File: src/rtl/draw_background_anim.sv
// draw_background_anim
// Paints the VGA background behind the timing generator: coloured screen-edge
// border lines, a gray fill and one outlined box whose visibility can be
// steady, blinking, hidden, or blinking with a filled interior. The requested
// mode is latched only at the vsync rising edge, so a frame never shows a
// mix of two modes.
//
// Ports:
//   pclk, rst                 pixel clock, synchronous active-high reset
//   {v,h}count_in/sync/blnk   timing from the timing generator
//   state                     requested box mode (00 steady, 01 blink,
//                             10 hidden, 11 blink + interior fill)
//   {v,h}count_out/sync/blnk  timing delayed by 2 pclk
//   rgb_out                   pixel colour aligned with the delayed timing
module draw_background_anim #(
   parameter int          H_ACTIVE     = 1024,
   parameter int          V_ACTIVE     = 768,
   parameter int          BOX_X0       = 249,
   parameter int          BOX_Y0       = 149,
   parameter int          BOX_W        = 301,
   parameter int          BOX_H        = 101,
   parameter int          BOX_THICK    = 2,
   parameter int          BLINK_FRAMES = 30,
   parameter logic [11:0] BOX_RGB      = 12'hc61,
   parameter logic [11:0] FILL_RGB     = 12'h36c,
   parameter logic [11:0] BG_RGB       = 12'h888
) (
   input  logic        pclk,
   input  logic        rst,
   input  logic [10:0] vcount_in,
   input  logic        vsync_in,
   input  logic        vblnk_in,
   input  logic [10:0] hcount_in,
   input  logic        hsync_in,
   input  logic        hblnk_in,
   input  logic [1:0]  state,
   output logic [10:0] vcount_out,
   output logic        vsync_out,
   output logic        vblnk_out,
   output logic [10:0] hcount_out,
   output logic        hsync_out,
   output logic        hblnk_out,
   output logic [11:0] rgb_out
);

   localparam int CNT_W = $clog2(BLINK_FRAMES) + 1;

   localparam logic [10:0] H_LAST = 11'(H_ACTIVE - 1);
   localparam logic [10:0] V_LAST = 11'(V_ACTIVE - 1);

   // Outer rectangle and the rectangle strictly inside the outline.
   localparam logic [10:0] BX0 = 11'(BOX_X0);
   localparam logic [10:0] BX1 = 11'(BOX_X0 + BOX_W - 1);
   localparam logic [10:0] BY0 = 11'(BOX_Y0);
   localparam logic [10:0] BY1 = 11'(BOX_Y0 + BOX_H - 1);
   localparam logic [10:0] IX0 = 11'(BOX_X0 + BOX_THICK);
   localparam logic [10:0] IX1 = 11'(BOX_X0 + BOX_W - 1 - BOX_THICK);
   localparam logic [10:0] IY0 = 11'(BOX_Y0 + BOX_THICK);
   localparam logic [10:0] IY1 = 11'(BOX_Y0 + BOX_H - 1 - BOX_THICK);

   localparam logic [CNT_W-1:0] CNT_LAST = CNT_W'(BLINK_FRAMES - 1);
   localparam logic [CNT_W-1:0] CNT_ONE  = CNT_W'(1);

   // Stage 1 registers
   logic [10:0] vcount_s1_reg, hcount_s1_reg;
   logic        vsync_s1_reg, vblnk_s1_reg, hsync_s1_reg, hblnk_s1_reg;
   logic        blank_s1_reg, top_s1_reg, bottom_s1_reg, left_s1_reg, right_s1_reg;
   logic        outline_s1_reg, interior_s1_reg;

   // Frame-level animation state
   logic             vsync_d_reg;
   logic [1:0]       mode_reg;
   logic [CNT_W-1:0] frame_cnt_reg;
   logic             blink_vis_reg;

   logic        in_box, in_inner, fb, box_vis;
   logic [11:0] rgb_next;

   assign in_box   = (hcount_in >= BX0) && (hcount_in <= BX1) &&
                     (vcount_in >= BY0) && (vcount_in <= BY1);
   assign in_inner = (hcount_in >= IX0) && (hcount_in <= IX1) &&
                     (vcount_in >= IY0) && (vcount_in <= IY1);

   assign fb = vsync_in && !vsync_d_reg;

   // Stage 1: register timing and decoded position flags.
   always_ff @(posedge pclk) begin
      if (rst) begin
         vcount_s1_reg   <= '0;
         hcount_s1_reg   <= '0;
         vsync_s1_reg    <= 1'b0;
         vblnk_s1_reg    <= 1'b0;
         hsync_s1_reg    <= 1'b0;
         hblnk_s1_reg    <= 1'b0;
         blank_s1_reg    <= 1'b0;
         top_s1_reg      <= 1'b0;
         bottom_s1_reg   <= 1'b0;
         left_s1_reg     <= 1'b0;
         right_s1_reg    <= 1'b0;
         outline_s1_reg  <= 1'b0;
         interior_s1_reg <= 1'b0;
      end else begin
         vcount_s1_reg   <= vcount_in;
         hcount_s1_reg   <= hcount_in;
         vsync_s1_reg    <= vsync_in;
         vblnk_s1_reg    <= vblnk_in;
         hsync_s1_reg    <= hsync_in;
         hblnk_s1_reg    <= hblnk_in;
         blank_s1_reg    <= vblnk_in || hblnk_in;
         top_s1_reg      <= (vcount_in == 11'd0);
         bottom_s1_reg   <= (vcount_in == V_LAST);
         left_s1_reg     <= (hcount_in == 11'd0);
         right_s1_reg    <= (hcount_in == H_LAST);
         outline_s1_reg  <= in_box && !in_inner;
         interior_s1_reg <= in_inner;
      end
   end

   // Mode and blink state change only on the vsync rising edge.
   always_ff @(posedge pclk) begin
      if (rst) begin
         vsync_d_reg   <= 1'b0;
         mode_reg      <= 2'b00;
         frame_cnt_reg <= '0;
         blink_vis_reg <= 1'b1;
      end else begin
         vsync_d_reg <= vsync_in;
         if (fb) begin
            if (state != mode_reg) begin
               mode_reg      <= state;
               frame_cnt_reg <= '0;
               blink_vis_reg <= 1'b1;
            end else if (mode_reg[0]) begin
               if (frame_cnt_reg == CNT_LAST) begin
                  frame_cnt_reg <= '0;
                  blink_vis_reg <= !blink_vis_reg;
               end else begin
                  frame_cnt_reg <= frame_cnt_reg + CNT_ONE;
               end
            end else begin
               frame_cnt_reg <= '0;
               blink_vis_reg <= 1'b1;
            end
         end
      end
   end

   always_comb begin
      case (mode_reg)
         2'b00:   box_vis = 1'b1;
         2'b10:   box_vis = 1'b0;
         default: box_vis = blink_vis_reg;
      endcase
   end

   // Colour priority: blanking, then borders, then box, then background.
   always_comb begin
      rgb_next = BG_RGB;
      if (blank_s1_reg)                                 rgb_next = 12'h000;
      else if (top_s1_reg)                              rgb_next = 12'hff0;
      else if (bottom_s1_reg)                           rgb_next = 12'hf00;
      else if (left_s1_reg)                             rgb_next = 12'h0f0;
      else if (right_s1_reg)                            rgb_next = 12'h00f;
      else if (outline_s1_reg && box_vis)               rgb_next = BOX_RGB;
      else if (interior_s1_reg && box_vis && mode_reg == 2'b11)
                                                        rgb_next = FILL_RGB;
   end

   // Stage 2: registered outputs.
   always_ff @(posedge pclk) begin
      if (rst) begin
         vcount_out <= '0;
         vsync_out  <= 1'b0;
         vblnk_out  <= 1'b0;
         hcount_out <= '0;
         hsync_out  <= 1'b0;
         hblnk_out  <= 1'b0;
         rgb_out    <= '0;
      end else begin
         vcount_out <= vcount_s1_reg;
         vsync_out  <= vsync_s1_reg;
         vblnk_out  <= vblnk_s1_reg;
         hcount_out <= hcount_s1_reg;
         hsync_out  <= hsync_s1_reg;
         hblnk_out  <= hblnk_s1_reg;
         rgb_out    <= rgb_next;
      end
   end

endmodule

File: config.mk
export PLATFORM = sky130hd
export DESIGN_NAME = draw_background_anim
export DESIGN_NICKNAME = d
export VERILOG_FILES = /design/src/rtl/draw_background_anim.sv
export SDC_FILE = /design/constraint.sdc
export NUM_CORES = 1
export LEC_CHECK = 0
export BUFFER_PORTS_ARGS = -buffer_cell sky130_fd_sc_hd__buf_2
export CORE_MARGIN = 10
export CORE_UTILIZATION = 41
export CTS_BUF_LIST = sky130_fd_sc_hd__clkbuf_8
export CTS_CLUSTER_DIAMETER = 40
export DETAILED_ROUTE_END_ITERATION = 6
export GPL_TIMING_DRIVEN = 0
export SKIP_LAST_GASP = 1
export SLEW_MARGIN = 20
export SYNTH_ARGS = -nofsm -noshare
export SYNTH_HDL_FRONTEND = slang
export SYNTH_SLANG_ARGS = --single-unit
File: constraint.sdc
create_clock -name pclk -period 3.9 [get_ports pclk]
set_input_delay 0.78 -clock pclk [delete_from_list [all_inputs] [get_ports pclk]]
set_output_delay 0.78 -clock pclk [all_outputs]
set_load 0.005 [all_outputs]
==> impl_metrics.json, run 1 <==
{
  "status": "complete, no violations",
  "routed_wirelength_um": 5270,
  "netSwitchingFraction_pct": 20.2,
  "dp_hpwl_um": 4010,
  "antenna_found_initial": 0,
  "layout.cells.non_filler": 401,
  "clkPwrFrac_pct": 43.2,
  "hold_viol": 0,
  "ctsHoldBuffers": 0,
  "detail_route.wl_per_cell_um": 13.1,
  "finalCriticalPeriod_ns": 1.66,
  "finalSetupTns_ns": 0,
  "synth-edff-count": 0,
  "drive_gt1_share_pct": 27.0,
  "rsz0062_at_grt": "false",
  "drt_iter0_drc": 37,
  "die_x_um": 99,
  "criticalPathCategory": "reg -> out",
  "drv_cap": 0,
  "grt_max_degree": 13,
  "grt_pass1_wl_um": 8840,
  "p_total_mw": 1.64,
  "drc": 0,
  "antenna_left": 0,
  "setup_viol_count_final": 0,
  "first_pass_iters": 6,
  "initial_core_util_pct": 42.7,
  "syn_to_final_growth_pct": 26.0,
  "clock_skew_ns": 0.00731,
  "ys_async_sr_fraction_pct": 0,
  "worstMarginPinSlew_ns": 0.486,
  "cts-htree-levels": 3,
  "synth-seq-cells": 78,
  "hold_path.class": "reg -> reg",
  "syn_nets": 276,
  "clk_path_buf_depth": 2,
  "vdd_drop_max_mv": 0.253,
  "cts_resized": 0,
  "cts.sinks": 78,
  "grt-ovfl-total": 0,
  "power_density_nw_per_um2": 509,
  "postSynthAreaPerCell_um2": 10.5,
  "start_kind": "flip-flop",
  "combPwrFrac_pct": 6.0,
  "yosysSeqAreaShare_pct": 61.0,
  "worst_slack_ns": 2.24,
  "via_per_inst": 4.56,
  "cts_made_buffers": 9,
  "fin_crit_sh_pct": 42.7,
  "first_global_vias": 1886,
  "internal_power_mw": 1.31,
  "critical_path.cell_chain": "buf_4 -> buf_2",
  "nNetsFinal": 354,
  "io_buffers": 67,
  "crit_path_max_fanout": 2,
  "diodes": 0,
  "synth_cells": 244,
  "gp_congestion": 0.780,
  "cp-end-kind": "output port",
  "via_count": 1827,
  "pre_cts_ws_ns": 1.96,
  "root_buffer": "clkbuf_8",
  "power_switching_uw": 331,
  "synthesis.area_um2": 2560,
  "ys.warnings.count": 0,
  "fp.dieH_um": 99,
  "pin_count": 68,
  "cts_setup_buffers": 0,
  "p_seq_share_pct": 50.9,
  "track_usage_pct": 11.1,
  "crit_arrival_ns": 0.88,
  "leakagePower_nw": 1.45,
  "fp-row-count": 28,
  "ys_types": 39,
  "die-area_um2": 9800,
  "clock_latency_ns": 0.33,
  "cts_tree": "built",
  "fmax_ghz": 0.601,
  "dp.cells": 386,
  "cp.required_ns": 3.12,
  "slew_headroom_pct": 67.3,
  "path_clk_slew_ns": 0.07,
  "cp_slowest_cell": "dfxtp_1",
  "synthFlopType": "dfxtp_1",
  "slew_viol_final": 0,
  "core_area_um2": 5990,
  "slowest_delay_ns": 0.31
}
through the flow:
step                      util [%]  area (um2)  hold slack (ns)
after floorplan                  -        2560            0.414
final                         53.8        3220            0.432
after CTS                     53.8        3220            0.442
after global routing          53.8        3220            0.457
after detailed placement      49.9        2990            0.424
after global placement        49.9        2990            0.418
worst paths after layout:
kind / depth (start not counted) / startpoint / slack, ns / end
setup / recovery: 2 / rgb_out[9] / 2.24 / rgb_out[9]
hold / removal: 1 / vcount_s1_reg[1] / 0.43 / vcount_out[1]
setup reg to reg: 7 / frame_cnt_reg[1] / 2.49 / frame_cnt_reg[1]
hold reg to reg: 1 / vcount_s1_reg[1] / 0.43 / vcount_out[1]
cell families (layout without fill, tap and decap cells):
kind of cell    after synthesis  count (layout)  synth area share [%]
mux                           2               2                 0.782
buf+inv                      13              95                  2.35
fa+ha+maj                     2               2                 0.978
compound gates               24              24                  6.01
xor+xnor                      6               6                  2.05
flops                        78              78                  61.0
simple gates                119             119                  26.8
cells in the mapped netlist, drive strengths merged (5+ instances only):
| master | instances | share of area [%] |
|---|---|---|
| dfxtp | 78 | 61 |
| nor2b | 53 | 13 |
| nor2 | 16 | 2.3 |
| nand2 | 10 | 1.5 |
| o21ai | 7 | 1.4 |
| nand3 | 6 | 1.2 |
| nor3 | 6 | 1.2 |
| nor4 | 6 | 1.7 |
| a21oi | 5 | 0.98 |
| buf | 5 | 1.2 |
| clkbuf | 5 | 0.73 |
| nand4 | 5 | 1.2 |
cells in the final DEF (no fill, tap or decap), types with 3 or more instances in the layout:
| cell type | synthesis | final |
|---|---|---|
| nand2_1 | 10 | 10 |
| nand3_1 | 6 | 6 |
| inv_1 | 3 | 4 |
| dfxtp_1 | 78 | 78 |
| nor4_1 | 5 | 5 |
| o21a_1 | 3 | 3 |
| a21oi_1 | 5 | 5 |
| bufinv_16 | 0 | 3 |
| and3_1 | 3 | 3 |
| nand4_1 | 5 | 5 |
| clkbuf_8 | 0 | 10 |
| clkbuf_1 | 5 | 5 |
| nor3_1 | 6 | 6 |
| nor2b_1 | 53 | 53 |
| xor2_1 | 3 | 3 |
| nor2_1 | 16 | 16 |
| xnor2_1 | 3 | 3 |
| o21ai_0 | 7 | 7 |
| buf_2 | 3 | 70 |
metal layers:
layer	routed length, um	global-route usage [%]	part of all wire (%)	up-vias
li1	-	-	-	963
met1	2550	13.2	48	807
met2	2180	16.0	41	53
met3	502	6.28	9.5	4
met4	34	4.41	0.65	0
met5	0	0	0	-
power by group through the flow:
stage / sequential [mW] / clock (mW) / combinational [mW]
2_1_floorplan: 0.854 / 0 / 0.0480
3_3_place_gp: 0.853 / 0 / 0.0981
3_5_place_dp: 0.853 / 0 / 0.0989
4_1_cts: 0.834 / 0.727 / 0.0994
5_1_grt: 0.838 / 0.758 / 0.112
6_report: 0.834 / 0.708 / 0.0977
final cells by class:
type | instances | area [um2]
clock buffers | 10 | 138
plain buffers | 10 | 48.8
fillers | 553 | 2770
flip-flops and latches | 78 | 1560
clock inverters | 5 | 98.8
inverters | 3 | 11.3
repair buffers | 67 | 335
multi-input cells | 153 | 937
well taps | 75 | 93.8
critical path, delay by kind of cell (launching register included):
| kind | cells | cell delay [ns] |
|---|---|---|
| buf+inv | 2 | 0.24 |
| flops | 1 | 0.31 |
Power figures use the tool's default switching activity.
==> run 2: changes to the inputs <==
ABC_AREA = 1   (was unset)
PLACE_DENSITY = 0.66   (was unset)
clock period = 1.53 ns   (was 3.9 ns; I/O delays follow)
==> run 2 against run 1 <==
Against the previous run:
- flip-flop and latch count unchanged
- first-iteration DRC count is 110% higher
- cell area up 6.4%
- clock skew up 0.0029 ns
- clock power rose by 140%
- non-clock buffer count down 2
- count of clock-buffer cells in the layout is the same
- synthesized cell count up 46%
- worst setup slack worse by 2.0 ns
- hold slack lost 0.26 ns
- area after synthesis is 8.6% higher
==> impl_metrics.json, run 2 <==
{
  "status": "complete, no violations",
  "setup_viol_count_final": 0,
  "hold_viol": 0,
  "cp_num_buf_inv": 0,
  "worst_slack_ns": 0.223,
  "slew_viol_final": 0,
  "vdd_drop_max_mv": 0.512,
  "final_common_cell": "nor2_1",
  "reg2reg_depth": 6,
  "ys_async_sr_fraction_pct": 0,
  "slew_headroom_pct": 69.0,
  "clk_path_buf_depth": 2,
  "routed_wirelength_um": 5780,
  "clock_latency_ns": 0.34,
  "core_area_um2": 6460,
  "slowest_delay_ns": 0.41,
  "cp_slowest_cell": "dfxtp_1",
  "synth-seq-cells": 78,
  "cts-htree-levels": 3,
  "netlist.area_leader.share_pct": 56.2,
  "antenna_found_initial": 0,
  "cp-end-kind": "flip-flop",
  "drc": 0,
  "crit_family": "simple AND/OR/NAND/NOR gates",
  "io_buffers": 67,
  "first_global_vias": 2164,
  "postSynthAreaPerCell_um2": 7.80,
  "fin_crit_sh_pct": 85.4,
  "detail_route.wl_per_cell_um": 11.2,
  "synth_compound_area_share_pct": 4.01,
  "yosysMostFrequentCell": "nor2_1",
  "die-area_um2": 10500,
  "yosysSeqAreaShare_pct": 56.2,
  "synth_top_area_cell": "dfxtp_1",
  "fp.dieH_um": 102,
  "grt-ovfl-total": 0,
  "ff2ff_setup_slack_ns": 0.22,
  "drt_iter0_drc": 77,
  "synth-xor-area-share_pct": 1.58,
  "path_clk_slew_ns": 0.08,
  "grt_max_degree": 14,
  "leakagePower_nw": 1.76,
  "finalSetupTns_ns": 0,
  "finalCriticalPeriod_ns": 1.31,
  "cts_setup_buffers": 0,
  "nNetsFinal": 466,
  "pre_cts_ws_ns": 0.165,
  "dp_hpwl_um": 4610,
  "drv_cap": 0,
  "root_buffer": "clkbuf_8",
  "final-seq-area_um2": 1560,
  "ys.warnings.count": 0,
  "synth_cells": 356,
  "synth_fa_ha_area_share_pct": 0.901,
  "hold_path.class": "in -> reg",
  "via_count": 2238,
  "track_usage_pct": 11.3,
  "p_total_mw": 4.10,
  "mostFrequentLayoutCells": "nor2_1, dfxtp_1, buf_2, inv_1, nand2_1",
  "die_x_um": 102,
  "ys_types": 26,
  "first_pass_iters": 5,
  "rsz0062_at_grt": "false",
  "ctsHoldBuffers": 0,
  "r2r_start": "frame_cnt_reg[0]",
  "diodes": 0,
  "critPathLaunch": "frame_cnt_reg[0]",
  "initial_core_util_pct": 43.0,
  "fmax_ghz": 0.765,
  "pin_count": 68,
  "synthFlopType": "dfxtp_1",
  "synthesis.area_um2": 2780,
  "syn_nets": 388,
  "via_per_inst": 4.34,
  "cts.sinks": 78,
  "cts_resized": 0,
  "start_kind": "flip-flop",
  "critical_path.cell_chain": "ha_1 -> nand2_1 -> nor3_1 -> o21ai_2 -> nand2_2 -> nor2_1",
  "worstSetupEndpoint": "frame_cnt_reg[2]",
  "cts_made_buffers": 9,
  "synth_area_leaders": "dfxtp_1, nor2_1, inv_1, nand2_1, nand3_1",
  "drive_gt1_share_pct": 23.2,
  "yosys-mux-area-fraction_pct": 0,
  "cp.required_ns": 1.75,
  "power_density_nw_per_um2": 1200,
  "cp.depth": 6,
  "worstMarginPinSlew_ns": 0.461,
  "timing.rr.end": "frame_cnt_reg[2]",
  "multi_input_area_um2": 912,
  "synthTopCellsByCount": "nor2_1, dfxtp_1, inv_1",
  "crit_path_max_fanout": 6,
  "criticalPathCategory": "reg -> reg",
  "fp-row-count": 29,
  "syn_to_final_growth_pct": 23.6,
  "gp_congestion": 0.839,
  "cts_tree": "built",
  "synth-edff-count": 0,
  "synth_top_family_by_area": "simple AND/OR/NAND/NOR gates",
  "antenna_left": 0,
  "fillers": 668,
  "crit_arrival_ns": 1.53,
  "clock_skew_ns": 0.0102,
  "grt_pass1_wl_um": 9390,
  "yosys.area_share.simple_pct": 26.4
}
## run 2: worst min-delay path by stage
stage	from	end	slack, ns	cells past startpoint
2_1_floorplan	vcount_in[2]	top_s1_reg	0.38	1
3_3_place_gp	hcount_s1_reg[4]	hcount_out[4]	0.39	2
3_5_place_dp	hcount_s1_reg[10]	hcount_out[10]	0.39	2
4_1_cts	hsync_in	hsync_s1_reg	0.16	3
5_1_grt	hsync_in	hsync_s1_reg	0.16	3
6_report	hsync_in	hsync_s1_reg	0.17	3
## run 2: cell families after synthesis
group,count (synthesis)
simple gates,175
flops,78
buf+inv,77
compound gates,19
xor+xnor,5
fa+ha+maj,2
## run 2: metal layers
| layer | up-vias | routed length [um] | global-route usage (%) |
|---|---|---|---|
| met5 | - | 0 | 0 |
| met4 | 0 | 66 | 4.56 |
| met3 | 7 | 464 | 4.05 |
| met2 | 60 | 2630 | 19.0 |
| met1 | 952 | 2620 | 12.7 |
| li1 | 1219 | - | - |
## run 2: where the power goes
part           total (mW)  leakage, nW  internal [mW]  switching (mW)
sequential           2.13        0.642           2.11          0.0246
combinational       0.300         1.00          0.115           0.185
clock                1.67        0.114          0.960           0.710
## run 2: tightest hold or removal path: stages
cell    delay (ns)
buf_2         0.08
inv_1         0.03
nor2_1        0.06
## run 2: final cells by class
cell class,instances,share of cell area [%]
plain buffers,8,1.31
inverters,69,7.55
well taps,77,2.81
clock inverters,6,2.48
repair buffers,67,9.77
clock buffers,10,4.01
flip-flops and latches,78,45.5
multi-input cells,201,26.6
## run 2: per-stage QoR
stage / hold WS, ns / cells / cell area [um2] / utilization, %
finish: 0.172 / 516 / 3430 / 53.1
global route: 0.162 / 516 / 3430 / 53.1
global placement: 0.389 / 500 / 3210 / 49.7
detailed placement: 0.393 / 500 / 3210 / 49.7
CTS: 0.157 / 516 / 3430 / 53.1
floorplan: 0.382 / 356 / 2780 / -
==> run 3: changes to the inputs <==
CELL_PAD_IN_SITES_DETAIL_PLACEMENT = 1   (was unset)
CELL_PAD_IN_SITES_GLOBAL_PLACEMENT = 1   (was unset)
CORE_UTILIZATION = 35   (was 41)
CTS_CLUSTER_DIAMETER = 50   (was 40)
PLACE_DENSITY = unset   (was 0.66)
PLACE_DENSITY_LB_ADDON = 0.1   (was unset)
SKIP_CTS_REPAIR_TIMING = 1   (was unset)
==> run 3 against run 2 <==
Against the previous run:
- cell area increased by 1.3%
- cell count increased by 4.8%
- total power increased by 4.0%
- register-to-register slack about the same
- count of clock-buffer cells in the layout decreased by 1
- core utilization decreased by 8.1 points
- combinational power increased by 3%
- wire length increased by 17%
- flip-flop and latch count unchanged
- non-clock buffer count unchanged
==> impl_metrics.json, run 3 (synthesis results as in run 2) <==
{
  "status": "complete, no violations",
  "finalCriticalPeriod_ns": 1.31,
  "core_area_um2": 7730,
  "initial_core_util_pct": 35.9,
  "fin_area_um2": 3480,
  "criticalPathCategory": "reg -> reg",
  "via_per_inst": 4.40,
  "final_common_cell": "nor2_1",
  "min-delay-start": "hsync_in",
  "reg2reg_depth": 6,
  "fp-row-count": 32,
  "drt_iter0_drc": 52,
  "clock_latency_ns": 0.35,
  "root_buffer": "clkbuf_8",
  "finish.utilization_pct": 45.0,
  "antenna_found_initial": 0,
  "detail_route.wl_per_cell_um": 12.5,
  "rsz0062_at_grt": "false",
  "p_total_mw": 4.27,
  "r2r_start": "frame_cnt_reg[0]",
  "clock_skew_ns": 0.00709,
  "via_count": 2378,
  "cts-htree-levels": 3,
  "cp-end-kind": "flip-flop",
  "die_x_um": 109,
  "setup_viol_count_final": 0,
  "crit_family": "simple AND/OR/NAND/NOR gates",
  "io_buffers": 67,
  "cp.required_ns": 1.77,
  "track_usage_pct": 12.2,
  "critical_path.cell_chain": "ha_1 -> nand2_1 -> nor3_1 -> o21ai_2 -> nand2_2 -> nor2_2",
  "drive_gt1_share_pct": 23.0,
  "pre_cts_ws_ns": 0.204,
  "dp_hpwl_um": 5230,
  "vdd_drop_max_mv": 0.453,
  "cp_num_buf_inv": 0,
  "first_pass_iters": 4,
  "hold_depth": 3,
  "routed_wirelength_um": 6740,
  "hold-worst-slack_ns": 0.155,
  "fin_crit_sh_pct": 85.8,
  "mostFrequentLayoutCells": "nor2_1, dfxtp_1, buf_2, inv_1, nand2_1",
  "power_switching_uw": 966,
  "placed_area_um2": 3240,
  "dp.cells": 525,
  "gp_congestion": 0.807,
  "nNetsFinal": 466,
  "finalSetupTns_ns": 0,
  "cts_made_buffers": 9,
  "ff2ff_setup_slack_ns": 0.22,
  "drv_cap": 0,
  "grt-ovfl-total": 0,
  "cts_tree": "built",
  "clk_path_buf_depth": 2,
  "slew_viol_final": 0,
  "netSwitchingFraction_pct": 22.6,
  "clkPwrFrac_pct": 42.8,
  "fp.dieH_um": 109,
  "cts.sinks": 78,
  "grt_pass1_wl_um": 11500,
  "syn_to_final_growth_pct": 25.2,
  "grt_max_degree": 14,
  "combPwrFrac_pct": 7.2,
  "slowest_delay_ns": 0.40,
  "drc": 0,
  "worstMarginPinSlew_ns": 0.338,
  "layout.cells.non_filler": 541,
  "path_clk_slew_ns": 0.08,
  "p_seq_share_pct": 50.0,
  "antenna_left": 0,
  "hold_viol": 0,
  "pin_count": 68,
  "power_density_nw_per_um2": 1230,
  "crit_path_max_fanout": 6,
  "hold_end": "hsync_s1_reg",
  "internal_power_mw": 3.30,
  "cp_slowest_cell": "dfxtp_1",
  "diodes": 0,
  "crit_arrival_ns": 1.56,
  "die-area_um2": 11900,
  "hold_path.class": "in -> reg",
  "first_global_vias": 2485,
  "fmax_ghz": 0.762,
  "timing.rr.end": "frame_cnt_reg[5]",
  "worst_slack_ns": 0.217,
  "start_kind": "flip-flop",
  "slew_headroom_pct": 77.3,
  "leakagePower_nw": 1.77
}
## run 3: cell types whose count changed in the layout (fill, tap and decap cells not counted), sizes merged
cell	change
inv	+1
bufinv	+1
clkbuf	-1
clkinv	-1
## run 3: worst max-delay path by stage
stage / startpoint / to / slack (ns) / cells after the start
after floorplan: frame_cnt_reg[0] / frame_cnt_reg[1] / 0.38 / 6
after global placement: rst / right_s1_reg / 0.21 / 5
after detailed placement: frame_cnt_reg[0] / frame_cnt_reg[1] / 0.20 / 6
after CTS: frame_cnt_reg[0] / frame_cnt_reg[5] / 0.18 / 6
after global routing: frame_cnt_reg[0] / frame_cnt_reg[5] / 0.04 / 6
final: frame_cnt_reg[0] / frame_cnt_reg[5] / 0.22 / 6
## run 3: cell type report
| type | count | area, um2 |
|---|---|---|
| inverters | 69 | 259 |
| flip-flops and latches | 78 | 1560 |
| plain buffers | 8 | 45.0 |
| multi-input cells | 201 | 912 |
| fillers | 1000 | 4250 |
| clock inverters | 7 | 114 |
| repair buffers | 67 | 335 |
| well taps | 102 | 128 |
| clock buffers | 9 | 124 |
## run 3: worst register-to-register path, stage by stage, from the launching register on
cell and delay (ns):
dfxtp_1 0.40, ha_1 0.17, nand2_1 0.05, nor3_1 0.26, o21ai_2 0.13, nand2_2 0.15, nor2_2 0.06
## run 3: power by group through the flow
stage | logic, mW | clock network [mW] | registers, mW
6_report | 0.308 | 1.82 | 2.13
5_1_grt | 0.362 | 1.97 | 2.14
4_1_cts | 0.318 | 1.88 | 2.14
3_5_place_dp | 0.313 | 0 | 2.18
3_3_place_gp | 0.306 | 0 | 2.18
2_1_floorplan | 0.167 | 0 | 2.18
## run 3: metal layers
layer / share of wire (%) / vias up / GRT usage, %
li1: - / 1214 / -
met1: 43 / 1106 / 14.0
met2: 48 / 48 / 20.1
met3: 6.7 / 10 / 4.13
met4: 1.7 / 0 / 5.93
met5: 0 / - / 0
